[config.mk]
export PLATFORM = sky130hd
export DESIGN_NAME = instruction_fetch
export DESIGN_NICKNAME = d
export VERILOG_FILES = /design/src/rtl/instruction_fetch.sv
export SDC_FILE = /design/constraint.sdc
export NUM_CORES = 1
export LEC_CHECK = 0
export ABC_AREA = 1
export CORE_AREA = 2 2 92 94
export DETAILED_ROUTE_END_ITERATION = 12
export DIE_AREA = 0 0 94 96
export GPL_TIMING_DRIVEN = 0
export PLACE_DENSITY = 0.85
export SYNTH_ARGS = -nofsm -noshare
export SYNTH_HDL_FRONTEND = slang
export SYNTH_SLANG_ARGS = --single-unit
[constraint.sdc]
create_clock -name clock -period 2.87 [get_ports clock]
set_input_delay 0.7175 -clock clock [delete_from_list [all_inputs] [get_ports clock]]
set_output_delay 0.7175 -clock clock [all_outputs]
set_load 0.02 [all_outputs]
[src/rtl/instruction_fetch.sv]
// Instruction fetch front end: owns the PC, drives the instruction memory
// address, captures fetched words into the instruction register, resolves
// absolute jumps locally and applies branch redirects from the datapath.
module instruction_fetch #(
   parameter logic [9:0]  START0    = 10'd1,        // fibonacci
   parameter logic [9:0]  START1    = 10'd15,       // fatorial
   parameter logic [9:0]  START2    = 10'd30,       // sintetico
   parameter logic [9:0]  START3    = 10'd40,       // spare
   parameter int unsigned LOAD_WAIT = 2,            // memory init cycles before first fetch (>= 1)
   parameter logic [5:0]  JUMP_OP   = 6'b010000
) (
   input  logic        clock,
   input  logic        reset_n,
   input  logic        start,
   input  logic [1:0]  prog_sel,
   input  logic        stall,
   input  logic        branch_taken,
   input  logic [9:0]  branch_target,
   output logic [9:0]  address,
   input  logic [31:0] instrucao,
   output logic [31:0] ir,
   output logic        ir_valid,
   output logic [9:0]  pc_ir,
   output logic        running,
   output logic        halted,
   output logic [15:0] instr_count
);

   // Wait counter runs 0 .. LOAD_WAIT-1; a LOAD_WAIT of 0 behaves as 1.
   localparam int unsigned     WAIT_W    = (LOAD_WAIT > 2) ? $clog2(LOAD_WAIT) : 1;
   localparam logic [WAIT_W-1:0] WAIT_LAST =
      (LOAD_WAIT > 0) ? WAIT_W'(LOAD_WAIT - 1) : '0;

   typedef enum logic [1:0] {
      S_IDLE  = 2'd0,
      S_WAIT  = 2'd1,
      S_FETCH = 2'd2,
      S_HALT  = 2'd3
   } state_t;

   state_t              state_q, state_d;
   logic [9:0]          pc_q, pc_d;
   logic [31:0]         ir_q, ir_d;
   logic                ir_valid_q, ir_valid_d;
   logic [9:0]          pc_ir_q, pc_ir_d;
   logic [15:0]         instr_count_q, instr_count_d;
   logic [WAIT_W-1:0]   wait_cnt_q, wait_cnt_d;
   logic [9:0]          start_pc;

   // Entry point for the program selected on the start pulse.
   always_comb begin
      start_pc = START0;
      case (prog_sel)
         2'd0:    start_pc = START0;
         2'd1:    start_pc = START1;
         2'd2:    start_pc = START2;
         default: start_pc = START3;
      endcase
   end

   // Next-state logic: start handling, load wait, and the fetch priority chain.
   always_comb begin
      state_d       = state_q;
      pc_d          = pc_q;
      ir_d          = ir_q;
      ir_valid_d    = ir_valid_q;
      pc_ir_d       = pc_ir_q;
      instr_count_d = instr_count_q;
      wait_cnt_d    = wait_cnt_q;

      case (state_q)
         S_IDLE, S_HALT: begin
            // start wins over any stall/branch presented at the same time
            if (start) begin
               pc_d          = start_pc;
               ir_valid_d    = 1'b0;
               instr_count_d = '0;
               wait_cnt_d    = '0;
               state_d       = S_WAIT;
            end
         end

         S_WAIT: begin
            ir_valid_d = 1'b0;
            if (wait_cnt_q == WAIT_LAST) begin
               state_d = S_FETCH;
            end else begin
               wait_cnt_d = wait_cnt_q + 1'b1;
            end
         end

         S_FETCH: begin
            if (branch_taken) begin
               // word on instrucao this cycle is wrong-path: squash it
               pc_d       = branch_target;
               ir_valid_d = 1'b0;
            end else if (stall) begin
               // everything held
            end else if (instrucao == 32'h0000_0000) begin
               // zero word marks end of program; PC stays on it
               ir_valid_d = 1'b0;
               state_d    = S_HALT;
            end else begin
               ir_d       = instrucao;
               pc_ir_d    = pc_q;
               ir_valid_d = 1'b1;
               if (instr_count_q != 16'hFFFF) begin
                  instr_count_d = instr_count_q + 16'd1;
               end
               // X words fail this compare in simulation and fall to sequential
               if (instrucao[31:26] == JUMP_OP) begin
                  pc_d = instrucao[9:0];
               end else begin
                  pc_d = pc_q + 10'd1;
               end
            end
         end

         default: state_d = S_IDLE;
      endcase
   end

   // State and datapath registers with asynchronous active-low reset.
   always_ff @(posedge clock or negedge reset_n) begin
      if (!reset_n) begin
         state_q       <= S_IDLE;
         pc_q          <= '0;
         ir_q          <= '0;
         ir_valid_q    <= 1'b0;
         pc_ir_q       <= '0;
         instr_count_q <= '0;
         wait_cnt_q    <= '0;
      end else begin
         state_q       <= state_d;
         pc_q          <= pc_d;
         ir_q          <= ir_d;
         ir_valid_q    <= ir_valid_d;
         pc_ir_q       <= pc_ir_d;
         instr_count_q <= instr_count_d;
         wait_cnt_q    <= wait_cnt_d;
      end
   end

   assign address     = pc_q;
   assign ir          = ir_q;
   assign ir_valid    = ir_valid_q;
   assign pc_ir       = pc_ir_q;
   assign instr_count = instr_count_q;
   assign running     = (state_q == S_WAIT) || (state_q == S_FETCH);
   assign halted      = (state_q == S_HALT);

endmodule

Word-level counts from Yosys, hierarchy flattened
Cells that the tools add are included.
Widths: inputs -> output; s select.
{"block": "word_totals", "reg_bits": 72, "elab_cells": 68, "in_bits": 49}
{"block": "classes", "muxes": 26, "n_addsub": 3, "n_eq_ne": 16, "bitwise_logic": 3, "reduce_logical": 13}
{"op": "$mux 16", "count": 5}
{"op": "$mux 10", "count": 5}
{"op": "$logic_not 32->1", "count": 1}
{"op": "$pmux 16 s2", "count": 1}
{"op": "$pmux 10 s2", "count": 1}
{"op": "$pmux 6 s3", "count": 1}
{"op": "$add 16x1->16 const B", "count": 1}
{"op": "$ne 16x16->1 const B", "count": 1}
{"op": "$ne 2x2->1 const B", "count": 7}
{"op": "$add 10x1->10 const B", "count": 1}
{"op": "$mux 2", "count": 5}
{"op": "$reduce_and 4->1", "count": 2}
{"op": "$eq 2x2->1 const B", "count": 3}
{"op": "$eq 6x5->1 const B", "count": 1}
{"op": "$ne 3x3->1 const B", "count": 2}
{"op": "$pmux 2 s3", "count": 1}
{"op": "$reduce_and 6->1", "count": 1}
{"op": "$mux 1", "count": 5}
{"op": "$reduce_and 5->1", "count": 1}
{"op": "$eq 2x1->1 const B", "count": 2}
{"op": "$logic_not 2->1", "count": 2}
{"op": "$reduce_and 2->1", "count": 2}
{"op": "$reduce_bool 2->1", "count": 2}
{"op": "$not 1->1", "count": 3}
{"op": "other kinds (5)", "count": 5}

Depth between registers and ports, before layout
{"block": "depth", "ltp_word": 6, "mapped_depth": 11}

Worst setup path after synthesis
OpenSTA, ideal clock, no wires.
{"block": "synth_path", "kind": "input to register", "startpoint": "input port instrucao[27]", "endpoint": "register instr_count_q[6] (netlist: instr_count[6])", "slack_ns": 1.110, "setup_time_ns": 0.121, "path_buffers": 1, "arrival_time_ns": 1.639, "required_time_ns": 2.749, "stages": 11, "cell_sequence": "nor2_1 > nand2_1 > nor2_1 > nand2_1 > nor2_4 > nand2_1 > nand3_1 > inv_2 > buf_6 > nand2_1 > o21ai_2"}
{"block": "synth_between", "elab_chain_len": 3}
{"element": "start: declaration", "line": "20", "source": "input logic [31:0] instrucao,"}
{"element": "$logic_not 32->1", "line": "99", "source": "end else if (instrucao == 32'h0000_0000) begin"}
{"element": "$ne 2x2->1 (no line)"}
{"element": "$reduce_and 6->1 (no line)"}
{"element": "end signal: assignment", "line": "139", "source": "instr_count_q <= instr_count_d;"}
{"element": "end: declaration", "line": "46", "source": "logic [15:0] instr_count_q, instr_count_d;"}
No other way between the ends.
A chain may end at the register's enable or synchronous reset.

Worst setup path after layout
{"block": "layout_path", "startpoint": "register state_q[0]", "endpoint": "output port running"}
{"block": "layout_between", "elab_chain_len": 2}
{"element": "start: declaration", "line": "41", "source": "state_t state_q, state_d;"}
{"element": "start signal: assignment", "line": "134", "source": "state_q <= state_d;"}
{"element": "$eq 2x1->1 or $eq 2x2->1 (tied branches)", "line": "149", "source": "assign running = (state_q == S_WAIT) || (state_q == S_FETCH);"}
{"element": "$logic_or 1x1->1 *", "line": "149"}
{"element": "end: declaration", "line": "24", "source": "output logic running,"}
Every way passes the cells marked *; elsewhere a longest branch is shown, timed or not.

==> impl_metrics.py <==
metrics = {
    "run_status": {
        "status": "complete, no violations",
    },
    "cells_and_area": {
        "fillers": 703,
        "drive_above_1_share_pct": 7.85,
        "syn_to_final_growth_pct": 38.6,
        "finalNetCount": 716,
        "insertedDiodeCount": 0,
    },
    "place": {
        "dpl.hpwl_um": 8740,
        "place_congestion": 0.850,
        "portBuffers": 118,
    },
    "routing": {
        "detail_route.first_pass.iterations": 5,
        "avgRoutedWirePerCell_um": 15.0,
        "vias": 4003,
        "avgViaCountPerCell": 5.22,
        "drtIter0Drc": 224,
        "drc": 0,
        "antenna_left": 0,
        "routed_wl_um": 11500,
    },
    "synthesis": {
        "synthCells": 528,
        "yosysTopAreaCell": "dfrtp_1",
        "avgSynthCellArea_um2": 7.51,
        "ys_seq_elements": 72,
        "synthTopCellsByArea": "dfrtp_1 (45%), nand2_1 (17%), nand3_1 (6.7%)",
        "yosys_most_used_dff": "dfrtp_1",
        "ys_seq_area_share_pct": 45.4,
        "yosys_warnings": 0,
        "synth_area_um2": 3970,
        "synth_commonest_cells": "nand2_1 (184), dfrtp_1 (72), nand3_1 (53), nor2_1 (53), inv_1 (36)",
        "syn_nets": 587,
        "yosysMostFrequentCell": "nand2_1",
        "netlist.area_leader.share_pct": 45.4,
        "synthArstFlopShare_pct": 100,
        "ys_types": 32,
        "synth_edf_count": 0,
    },
    "die": {
        "start_util_pct": 49.3,
        "chipWidth_um": 94,
        "ioPinCount": 120,
        "rows": 33,
        "dieArea_um2": 9020,
        "core_area_um2": 8050,
        "die_y_um": 96,
    },
    "clock_tree": {
        "clk_path_buf_depth": 2,
        "clock-root-buffer": "clkbuf_8",
        "cts_tree": "done",
        "numCtsBuffers": 9,
        "clk_pin_slew_worst_paths_ns": 0.08,
        "post_cts_resized": 0,
        "clock_sinks": 72,
        "worstSkewPairLatency_ns": 0.35,
        "h-tree-depth": 3,
        "postCtsSetupRepairBufs": 0,
        "postCtsHoldBufs": 0,
    },
    "pwr": {
        "ir_worst_vdd_uv": 461,
        "p_sw_uw": 2320,
        "p_int_uw": 3040,
        "leakagePower_uw": 0.00253,
        "seqPwrFrac_pct": 32.0,
        "swShare_pct": 43.3,
        "p_per_area_nw_per_um2": 976,
        "p_comb_share_pct": 51.3,
        "p_clk_share_pct": 16.7,
    },
    "sta": {
        "maxSlewViolCount": 0,
        "worst_pin_slew_ns": 0.924,
        "timing.setup.tns_ns": 0,
        "slew_headroom_pct": 38.4,
        "hold_viol_final": 0,
        "skew_ns": 0.0118,
        "fin_hold_ws_ns": 0.475,
        "fin_crit_ns": 2.63,
        "setup_viol": 0,
        "fmax_mhz": 380,
        "rsz0062_at_grt": "false",
        "fin_crit_sh_pct": 91.6,
    },
    "global_route": {
        "grt_max_degree": 73,
        "track_usage_pct": 27.0,
        "grt_overflow": 0,
        "grt_pass1_vias": 3962,
        "grt_pass1_wl_um": 18900,
        "antenna_found_initial": 0,
    },
    "setup_path": {
        "worstSetupPathType": "reg -> out",
        "critPathLaunchType": "flop",
        "crit_fanout": 4,
        "required_ns": 2.15,
        "arrival_ns": 1.91,
        "endpoint_kind": "output port",
    },
    "job": {
        "maxCapViolCount": 0,
    },
    "worst_hold_path": {
        "hold_class": "reg -> reg",
    },
}
## cells by family (layout without fill, tap and decap cells)
logic type / after synthesis / in the layout / share of synthesized area, %
AOI/OAI and AO/OA: 58 / 58 / 8.42
xor gates and xnor gates: 12 / 12 / 2.65
adders and majority gates: 10 / 10 / 3.15
buffers and inverters: 59 / 193 / 6.46
DFF: 72 / 72 / 45.4
muxes: 1 / 1 / 0.284
and+or+nand+nor: 316 / 316 / 33.6
## power groups by stage
stage / Clock, uW / Sequential, uW / Combinational (uW)
finish: 894 / 1720 / 2750
global route: 965 / 1760 / 3010
CTS: 907 / 1710 / 2760
detailed placement: 0 / 1730 / 2750
global placement: 0 / 1720 / 2690
floorplan: 0 / 2090 / 1160
## layout by cell type (no fill, tap or decap), types with 3 or more instances in the layout
cell type and count:
nor2_1 53, clkdlybuf4s50_1 117, inv_2 3, xnor2_1 3
buf_2 10, ha_1 10, buf_4 3, xor2_1 9
o21ai_2 8, o21ai_1 12, clkbuf_1 6, nand4_1 4
nand2_1 184, nor3_1 11, a21oi_1 15, clkbuf_8 9
nor2_4 3, o21ai_0 19, dfrtp_1 72, inv_1 36
nand3_1 53
## sequential cells by signal, summed over array words and instances (netlist names)
signal / cells
ir: 32
ir_valid: 1
wait_cnt_q: 1
address: 10
pc_ir: 10
state_q: 2
instr_count: 16
## metrics by stage
| stage | std cells | power, uW | util (%) | setup WS [ns] | area [um^2] |
|---|---|---|---|---|---|
| after floorplan | 528 | 3250 | - | 1.11 | 3970 |
| after global placement | 751 | 4410 | 65.6 | -1.39 | 5280 |
| after detailed placement | 751 | 4480 | 65.5 | 0.413 | 5280 |
| after CTS | 767 | 5380 | 68.3 | 0.215 | 5500 |
| after global routing | 767 | 5740 | 68.3 | 0.146 | 5500 |
| final | 767 | 5370 | 68.3 | 0.241 | 5500 |
## per-layer routing
layer	wire, um	GRT usage [%]	up-vias
met1	4820	33.9	1871
met2	5690	46.9	160
met5	0	0	-
met4	249	10.9	0
li1	-	-	1952
met3	764	4.07	20
## cell type report
cell class	instances	area [um^2]	share of cell area (%)
plain buffers	19	106	1.93
clock buffers	10	128	2.32
clock inverters	6	92.6	1.68
inverters	40	150	2.73
multi-input cells	397	1910	34.7
flip-flops and latches	72	1800	32.8
well taps	105	131	2.39
repair buffers	118	1180	21.4
## worst max-delay path: stages, from the launching register on
cell and delay [ns]:
dfrtp_1 0.40, inv_1 0.06, ha_1 0.33, inv_1 0.14
clkdlybuf4s50_1 0.64
## worst paths after layout
| kind | from | end | cells after the start | slack, ns |
|---|---|---|---|---|
| max in group asynchronous | reset_n | ir[10] | 1 | 1.77 |
| min in group asynchronous | reset_n | pc_ir[4] | 1 | 0.49 |
| setup reg to reg | instr_count[0] | instr_count[15] | 9 | 0.85 |
| setup / recovery | state_q[0] | running | 4 | 0.24 |
| hold reg to reg | ir[15] | ir[15] | 2 | 0.47 |
| hold / removal | ir[15] | ir[15] | 2 | 0.47 |
No activity file was read; power rests on OpenSTA's default activity.
